--- config.mk ---
export PLATFORM = sky130hd
export DESIGN_NAME = vec_mem_seq
export DESIGN_NICKNAME = d
export VERILOG_FILES = /design/src/rtl/vec_pkg.sv /design/src/rtl/vec_lane_pack.sv /design/src/rtl/vec_mem_seq.sv
export SDC_FILE = /design/constraint.sdc
export NUM_CORES = 1
export LEC_CHECK = 0
export CAP_MARGIN = 20
export CORE_UTILIZATION = 52
export DETAILED_ROUTE_END_ITERATION = 8
export GPL_TIMING_DRIVEN = 0
export HOLD_SLACK_MARGIN = 0.08
export PLACE_DENSITY = 0.86
export SETUP_SLACK_MARGIN = 0.15
export SLEW_MARGIN = 10
export SYNTH_ARGS = -nofsm -noshare
export SYNTH_HDL_FRONTEND = slang
export SYNTH_SLANG_ARGS = --single-unit
--- constraint.sdc ---
create_clock -name clock -period 6.4 [get_ports clock]
set_input_delay 1.92 -clock clock [delete_from_list [all_inputs] [get_ports clock]]
set_output_delay 1.92 -clock clock [all_outputs]
set_load 0.05 [all_outputs]
--- src/rtl/vec_pkg.sv ---
// Shared constants, state encoding and lane helper for the vector memory sequencer.
package vec_pkg;

   localparam int LANES  = 4;
   localparam int DATA_W = 8;
   localparam int ADDR_W = 8;
   localparam int VEC_W  = LANES * DATA_W;

   typedef enum logic [1:0] {
      IDLE  = 2'd0,
      RUN   = 2'd1,
      DRAIN = 2'd2,
      DONE  = 2'd3
   } vms_state_t;

   // Low bit of lane idx within the vector; lane 0 sits in the top byte.
   function automatic logic [4:0] lane_slice(input logic [1:0] idx);
      return 5'((31 - 8 * int'(idx)) - 7);
   endfunction

endpackage

--- src/rtl/vec_lane_pack.sv ---
// Four-lane byte capture register; writes one selected lane per enabled cycle.
module vec_lane_pack
   import vec_pkg::*;
(
   input  logic              clock,
   input  logic              reset,
   input  logic              cap_en,
   input  logic [1:0]        lane_idx,
   input  logic [DATA_W-1:0] lane_byte,
   output logic [VEC_W-1:0]  vec
);

   always_ff @(posedge clock or negedge reset) begin
      if (!reset) begin
         vec <= '0;
      end else if (cap_en) begin
         vec[lane_slice(lane_idx) +: DATA_W] <= lane_byte;
      end
   end

endmodule

--- src/rtl/vec_mem_seq.sv ---
// Vector load/store sequencer: 4 byte accesses per 32-bit vector.
// Optional macro VEC_MEM_SEQ_STRIDE_EN adds a per-transfer lane address stride.
//
// state | meaning
// IDLE  | waiting for start; latches op, base, wdata (and stride)
// RUN   | four memory cycles, idx = 0..3
// DRAIN | load only: capture last read byte, no memory enables
// DONE  | one-cycle done pulse, rdata_valid for loads
module vec_mem_seq
   import vec_pkg::*;
(
   input  logic              clock,
   input  logic              reset,
   input  logic              start,
   input  logic              op_store,
   input  logic [ADDR_W-1:0] base_addr,
   input  logic [VEC_W-1:0]  wdata,
`ifdef VEC_MEM_SEQ_STRIDE_EN
   input  logic [2:0]        stride,
`endif
   output logic              busy,
   output logic              done,
   output logic [ADDR_W-1:0] mem_addr,
   output logic              mem_rden,
   output logic              mem_wren,
   output logic [DATA_W-1:0] mem_data,
   input  logic [DATA_W-1:0] mem_q,
   output logic [VEC_W-1:0]  rdata,
   output logic              rdata_valid
);

   vms_state_t        state, state_nxt;
   logic [1:0]        idx;
   logic              op_q;
   logic [ADDR_W-1:0] base_q;
   logic [VEC_W-1:0]  wdata_q;
   logic [ADDR_W-1:0] lane_off;
   logic              cap_en;
   logic [1:0]        cap_idx;
   logic              accept;

`ifdef VEC_MEM_SEQ_STRIDE_EN
   logic [2:0]        stride_q;
`else
   localparam logic [2:0] stride_q = 3'd1;
`endif

   assign accept   = (state == IDLE) && start;
   assign lane_off = ADDR_W'(idx) * ADDR_W'(stride_q);

   always_ff @(posedge clock or negedge reset) begin
      if (!reset) begin
         state   <= IDLE;
         idx     <= 2'd0;
         op_q    <= 1'b0;
         base_q  <= '0;
         wdata_q <= '0;
`ifdef VEC_MEM_SEQ_STRIDE_EN
         stride_q <= 3'd0;
`endif
      end else begin
         state <= state_nxt;
         if (accept) begin
            idx     <= 2'd0;
            op_q    <= op_store;
            base_q  <= base_addr;
            wdata_q <= wdata;
`ifdef VEC_MEM_SEQ_STRIDE_EN
            stride_q <= stride;
`endif
         end else if (state == RUN) begin
            idx <= idx + 2'd1;
         end
      end
   end

   always_comb begin
      state_nxt   = state;
      busy        = (state != IDLE);
      done        = 1'b0;
      rdata_valid = 1'b0;
      mem_addr    = '0;
      mem_rden    = 1'b0;
      mem_wren    = 1'b0;
      mem_data    = '0;
      cap_en      = 1'b0;
      cap_idx     = idx - 2'd1;
      case (state)
         IDLE: begin
            if (start) state_nxt = RUN;
         end
         RUN: begin
            mem_addr = base_q + lane_off;
            mem_rden = ~op_q;
            mem_wren = op_q;
            if (op_q) mem_data = wdata_q[lane_slice(idx) +: DATA_W];
            // read data lags the address by one cycle, so lane idx-1 lands now
            cap_en = ~op_q && (idx != 2'd0);
            if (idx == 2'd3) state_nxt = op_q ? DONE : DRAIN;
         end
         DRAIN: begin
            cap_en    = 1'b1;
            cap_idx   = 2'd3;
            state_nxt = DONE;
         end
         DONE: begin
            done        = 1'b1;
            rdata_valid = ~op_q;
            state_nxt   = IDLE;
         end
         default: state_nxt = IDLE;
      endcase
   end

   vec_lane_pack u_lane_pack (
      .clock     (clock),
      .reset     (reset),
      .cap_en    (cap_en),
      .lane_idx  (cap_idx),
      .lane_byte (mem_q),
      .vec       (rdata)
   );

endmodule

==> Word level (Yosys, flattened, before mapping) <==
Cells that the tools add are included.
{ "word_totals": {"register_bits": 77, "in_bits": 52, "out_inout_bits": 53, "word_cells": 47} }
{ "op_classes": {"addsub": 8, "n_eq_ne": 6, "n_shift": 3, "muxes": 16, "bitwise_logic": 1, "n_reduce_logical": 7} }
{ "ops": {"columns": ["operator", "count"], "rows": [
  ["32-bit bitwise mux", 1],
  ["8-bit by 7-bit variable shift with 32-bit output, first input constant", 1],
  ["32-bit by 6-bit indexed part select with 8-bit output", 1],
  ["8-bit by 7-bit indexed part select with 32-bit output", 1],
  ["8-bit two-way mux", 3],
  ["2-bit two-way mux", 5],
  ["5-bit by 4-bit subtractor with 5-bit output, second input constant", 2],
  ["5-bit subtractor, first input constant", 2],
  ["8-bit by 2-bit adder with 8-bit output", 1],
  ["2-bit one-hot mux with 4 select lines", 1],
  ["5-bit negator with 7-bit output", 1],
  ["2-bit == test, second input constant", 3],
  ["2-bit nonzero test", 3],
  ["1-bit two-way mux", 5],
  ["2-bit by 1-bit adder with 2-bit output, second input constant", 1],
  ["2-bit by 1-bit == test with 1-bit output, second input constant", 1],
  ["1-bit logical AND", 2],
  ["2-bit logical NOT", 1],
  ["2-bit by 1-bit inequality test with 1-bit output, second input constant", 1],
  ["2-bit inequality test, second input constant", 1],
  ["1-bit one-hot mux with 2 select lines", 1],
  ["2-bit AND reduction", 1],
  ["2-bit by 1-bit subtractor with 2-bit output, second input constant", 1],
  ["1-bit NOT", 1]
]} }

==> Depth between registers and ports, before layout <==
Gate-level depths: netlist (run 1).
{ "depth": {"word_depth": 7, "ltp_mapped": 11, "ltp_nobuf": 8} }

==> By module <==
From an unflattened synthesis (run 1), not the netlist that was laid out.
{ "unflattened": {"cells_unflattened": 285, "hier_area_um2": 3742.3} }
{ "by_module_without_submodules": {"columns": ["mod", "n_inst", "cells_per_inst", "area_each_um2", "seq_area_each_um2"], "rows": [
  ["vec_mem_seq", 1, 170, 2285.9, 1126.1],
  ["vec_lane_pack", 1, 115, 1456.4, 800.8]
]} }

==> Worst setup path before layout (run 1) <==
OpenSTA, ideal clock, no wires.
{ "synth_timing": {"path_kind": "register to output", "from": "reg idx[0]", "to": "out mem_addr[6]", "arrival_ns": 2.084, "t_required_ns": 4.480, "slack_ns": 2.396, "stages_incl_launch_ff": 6, "path_cell_list": "dfrtp_1 -> ha_1 -> fa_1 -> inv_1 -> or3_1 -> a21oi_1"} }
{ "synth_via": {"elab_chain_len": 2} }
{ "synth_rtl": {"columns": ["element", "line", "source"], "rows": [
  ["from (decl)", "vec_mem_seq.sv:33", "logic [1:0] idx;"],
  ["from (signal assigned)", "vec_mem_seq.sv:72", "idx <= idx + 2'd1;"],
  ["8-bit by 2-bit adder with 8-bit output", "vec_mem_seq.sv:93", "mem_addr = base_q + lane_off;"],
  ["8-bit two-way mux", "vec_mem_seq.sv:88", "case (state)"],
  ["to (decl)", "vec_mem_seq.sv:23", "output logic [ADDR_W-1:0] mem_addr,"]
]} }
No other way between the ends.

==> Worst setup path after layout (run 1) <==
Ends and elaborated chain as after synthesis.

==> results of run 1 <==
## worst paths after layout
kind	slack, ns	from	end	cells past startpoint
max	1.70	idx[0]	mem_addr[6]	6
min	0.49	u_lane_pack.vec[6]	u_lane_pack.vec[6]	1
max reg2reg	3.21	idx[1]	u_lane_pack.vec[18]	8
min reg2reg	0.49	u_lane_pack.vec[6]	u_lane_pack.vec[6]	1
max in group asynchronous	4.34	reset	base_q[1]	2
min in group asynchronous	1.49	reset	u_lane_pack.vec[23]	1
## layout by cell type (no fill, tap or decap), drive strengths merged, types with 3 or more instances in the layout
master         netlist  final
clkdlybuf4s50        0    103
or3                  3      3
mux4                 8      8
dfrtp               77     77
mux2                50     50
ha                  12     12
nor2                 4      4
mux2i               17     17
nor2b                4      4
clkbuf               6     16
clkinv               0      3
and3                 8      8
inv                 27     27
nand2               17     17
a21oi                7      7
o21ai                3      3
buf                  8     10
a22o                 8      8
and2                11     11
## power breakdown
group          switching, µW  total [µW]  leakage, µW  internal (µW)
Sequential               142         842     0.000933            700
Combinational            853        1480      0.00120            630
Clock                    180         360    0.0000923            180
## sequential cells by signal, summed over array words and instances (netlist names)
name / count
base_q: 8
idx: 2
op_q: 1
state: 2
u_lane_pack.vec: 32
wdata_q: 32
## layer usage
layer  global-route usage [%]  share of wire (%)  vias to the layer above
met1                     32.1                 44                     1352
met3                     5.88                3.5                       13
met4                     7.73                1.5                        0
met5                        0                  0                        -
li1                         -                  -                     1258
met2                     38.7                 51                       64
## cell usage after synthesis, drive strengths merged, types with 2 or more instances
cell	count	share of area [%]
mux4	8	4.8
o21ai	3	0.40
or3	3	0.50
o31ai	2	0.40
buf	8	1.1
mux2i	17	4.5
nor2	4	0.40
mux2	50	15
nand2	17	1.7
a21oi	7	0.93
inv	27	2.7
clkbuf	6	0.60
and3	8	1.3
nor2b	4	0.67
xnor2	2	0.47
nand3	2	0.27
and2	11	1.8
a22o	8	1.9
o211a	2	0.53
ha	12	4.0
nor3	2	0.70
dfrtp	77	51
## stage by stage
stage	worst slack, ns	util (%)	hold slack [ns]	total power (µW)	cells
5_1_grt	1.52	74.7	0.507	2840	512
3_3_place_gp	0.776	71.5	0.469	2280	495
2_1_floorplan	2.40	-	0.474	1880	295
4_1_cts	1.67	74.7	0.497	2700	512
6_report	1.70	74.7	0.494	2690	512
3_5_place_dp	2.05	71.9	0.480	2340	496
## kinds of logic (layout without fill, tap and decap cells)
family / count (synthesis) / count (layout)
AND/OR/NAND/NOR: 60 / 60
multiplexers: 75 / 75
buffers and inverters: 41 / 162
XOR/XNOR: 3 / 3
AO/OA/AOI/OAI: 26 / 26
flip-flops: 77 / 77
adder cells (fa/ha/maj): 13 / 13
## final cells by class
| class | instances | area (µm²) | area share (%) |
|---|---|---|---|
| sequential | 77 | 1930 | 37.6 |
| multi-input combinational | 177 | 1660 | 32.4 |
| timing repair buffer | 105 | 1070 | 20.8 |
| clock buffer | 10 | 128 | 2.49 |
| tap | 96 | 120 | 2.34 |
| inverter | 27 | 101 | 1.98 |
| clock inverter | 6 | 63.8 | 1.24 |
| buffer | 14 | 62.6 | 1.22 |
## worst reg2reg max path, cell delays in order (launching register included)
cell and delay (ns):
dfrtp_1 0.42, clkbuf_1 0.52, inv_1 0.11, ha_1 0.35
nor2b_1 0.22, ha_1 0.27, or4b_1 0.54, nor3_2 0.46
a22o_1 0.23
==> flow_summary.ini, run 1 <==
[status]
status = complete, no violations

[die]
rows = 30
ios = 105
die_w_um = 87.0
dieArea_mm2 = 0.00756
die_h_um = 87.0
core_mm2 = 0.00687
start_util_pct = 54.6

[yosys]
synth_compound_gate_area_share_pct = 4.93
synthXorXnorAreaFrac_pct = 0.700
ys_seq_area_share_pct = 51.3
ys_warn_count = 0
netlist_area_mm2 = 0.00375
synth_edf_count = 0
syn_avg_cell_area_um2 = 12.7
synth_top_family_by_area = multiplexers
muxShareOfSynthArea_pct = 24.3
ys.flop_type = dfrtp_1
synth_fa_ha_area_share_pct = 4.53
yosys.area_share.simple_pct = 9.80
synth_seq_cells = 77
syn_inst = 295
synth_nets = 360
async_flop_share_pct = 100
synthDistinctLibCells = 42

[job]
maxCapViolCount = 0

[detailed_routing]
ant_nets = 0
drtPass1Iterations = 4
routed_wl_mm = 8.49
drt_iter0_markers = 130
vias_per_cell = 5.25
routedWlPerCell_um = 16.6
drc_errors = 0
via_count = 2687

[sta]
skew_ns = 0.0117
finalMaxSlewViolations = 0
period_minus_slack_ns = 4.70
setup_tns_ns = 0
finalCritPeriodShare_pct = 73.5
hold_viol = 0
tightestPinTransition_ns = 0.725
setup_viol = 0
fmax_mhz = 213
rsz0062_at_grt = no
relSlewSlack_pct = 51.4

[placed_design]
portBuffers = 104
dp_hpwl_mm = 6.33
place_area_mm2 = 0.00494
gp_congestion = 0.780

[critical_path]
worst_setup_path_end_kind = output port
critical_path.max_fanout = 8
cp.required_ns = 4.48
slowest_delay_ns = 0.81
critical_path_arrival_ns = 2.78
crit_family = buffers and inverters
crit_chain = ha_1, fa_1, inv_1, or3_1, a21oi_1, clkdlybuf4s50_1
path_buf_inv = 2
start_kind = register
critPathSlowestCell = clkdlybuf4s50_1
path_class = register to output port

[power_and_ir_drop]
ir_drop_mv = 0.281
leakagePower_uw = 0.00222
power_density_mw_per_mm2 = 523

[clocking]
cts_tree = built
cts_buffer_depth = 2
cts_max_level = 3
post_cts_buffers = 0
cts_buffers = 9
cts_hold_buf = 0
clk_latency_ns = 0.35
cts-resized-gates = 0
cts_sinks = 77
clockRootBuffer = clkbuf_8
clk_pin_slew_ns = 0.07

[global_route]
grt_max_degree = 51
antenna_found_initial = 0
groute.usage.overall_pct = 24.0
grt.overflow.total = 0
grt_pass1_vias = 2814
grt_pass1_wl_mm = 13.6

[finish]
syn2layout_area_growth_pct = 36.7
fin_nets = 476
fillers = 474
final_area_mm2 = 0.00513
n_antenna_cell = 0
drive_gt1_share_pct = 18.3

[min_path]
hold_class = register to register
Note: power is estimated with default switching activity, not from simulation.
==> inputs of run 2 (changes only) <==
Settings changed: CORE_UTILIZATION 52 to 48, PLACE_DENSITY 0.86 to 0.8.
Clock period 6.4 ns to 4.9 ns, I/O delays scaled along.
==> flow_summary.ini, run 2 (same netlist as run 1, synthesis figures left out) <==
[detailed_routing]
drt_iter0_markers = 71
drc_errors = 0
routed_wl_mm = 8.38
drtPass1Iterations = 4
vias_per_cell = 5.18
routedWlPerCell_um = 16.3
via_count = 2660
ant_nets = 0

[placed_design]
dpl.cell_count = 499
portBuffers = 104
dp_hpwl_mm = 6.14
gp_congestion = 0.767

[critical_path]
crit_family = buffers and inverters
worst_setup_path_end_kind = output port
start_kind = register
critPathSlowestCell = clkdlybuf4s50_1
r2r-start = idx[1]
path_buf_inv = 2
path_class = register to output port
cp.required_ns = 3.43
crit_chain = ha_1, fa_1, inv_1, or3_1, a21oi_1, clkdlybuf4s50_1
startpoint = idx[0]
critical_path_arrival_ns = 2.80
critical_path.max_fanout = 8
slowest_delay_ns = 0.81

[finish]
n_antenna_cell = 0
final_common_cell = clkdlybuf4s50_1
syn2layout_area_growth_pct = 37.0
final_cell_mix = 103 x clkdlybuf4s50_1, 77 x dfrtp_1, 42 x mux2_2, 26 x inv_1
fillers = 542
fin_nets = 476
reg_top3 = u_lane_pack.vec x32, wdata_q x32, base_q x8
utilization_pct = 69.4
instances_no_fill = 514
drive_gt1_share_pct = 18.3

[sta]
rsz0062_at_grt = no
setup_viol = 0
relSlewSlack_pct = 53.0
fmax_mhz = 234
finalMaxSlewViolations = 0
setup_tns_ns = 0
whs_ns = 0.488
hold_viol = 0
tightestPinTransition_ns = 0.702
finalCritPeriodShare_pct = 87.1
period_minus_slack_ns = 4.27
skew_ns = 0.00442

[global_route]
grt_max_degree = 46
grt.overflow.total = 0
grt_pass1_wl_mm = 14.1
grt_pass1_vias = 2856
antenna_found_initial = 0
groute.usage.overall_pct = 22.1

[min_path]
hold_class = register to register
worstHoldStart = u_lane_pack.vec[4]

[die]
ios = 105
start_util_pct = 50.7
die_w_um = 90.4
rows = 31
core_mm2 = 0.00741
die_h_um = 90.4
dieArea_mm2 = 0.00818

[clocking]
cts-resized-gates = 0
cts_hold_buf = 0
post_cts_buffers = 0
cts_buffer_depth = 2
clk_pin_slew_ns = 0.08
cts_buffers = 9
clockRootBuffer = clkbuf_8
cts_tree = built
cts_sinks = 77
cts_max_level = 3
clk_latency_ns = 0.34

[power_and_ir_drop]
leakagePower_uw = 0.00223
power_density_mw_per_mm2 = 682
ir_drop_mv = 0.478
power_frac_clock_pct = 13.7
p_seq_share_pct = 31.3
power_frac_comb_pct = 54.9
switchingPower_uw = 1520
switching_share_pct = 43.2
intPower_uw = 1990

[job]
maxCapViolCount = 0

[status]
status = complete, no violations
run 2: metal layers:
layer,part of all wire [%],track usage (%),up-vias
met4,1.5,6.85,0
met1,44,29.0,1334
li1,-,-,1253
met5,0,0,-
met2,51,36.6,62
met3,3.6,4.80,11
run 2: stage by stage:
step	total power [µW]	cell area, µm²	setup slack, ns
floorplan	2460	3750	1.35
global placement	2980	4920	-0.306
detailed placement	3040	4940	1.00
CTS	3530	5140	0.620
global route	3730	5140	0.478
finish	3510	5140	0.630
run 2: power by group through the flow:
stage               clock network [µW]  logic (µW)  registers, µW
finish                             481        1930           1100
global placement                     0        1880           1090
CTS                                493        1940           1100
global route                       521        2070           1140
floorplan                            0        1100           1360
detailed placement                   0        1930           1110
run 2: final timing paths:
path	cells after the start	slack, ns	endpoint
worst min-delay path	1	0.49	u_lane_pack.vec[4]
worst max register to register	10	1.75	u_lane_pack.vec[30]
worst min register to register	1	0.49	u_lane_pack.vec[4]
min in group asynchronous	1	1.07	u_lane_pack.vec[15]
worst max-delay path	6	0.63	mem_addr[6]
max in group asynchronous	2	3.25	idx[0]
run 2: cell type report:
| type | count | area [µm²] | share of cell area (%) |
|---|---|---|---|
| sequential | 77 | 1930 | 37.5 |
| multi-input combinational | 177 | 1660 | 32.3 |
| timing repair buffer | 105 | 1070 | 20.7 |
| clock buffer | 11 | 151 | 2.94 |
| tap | 99 | 124 | 2.41 |
| inverter | 27 | 101 | 1.97 |
| buffer | 14 | 62.6 | 1.22 |
| clock inverter | 4 | 47.5 | 0.925 |
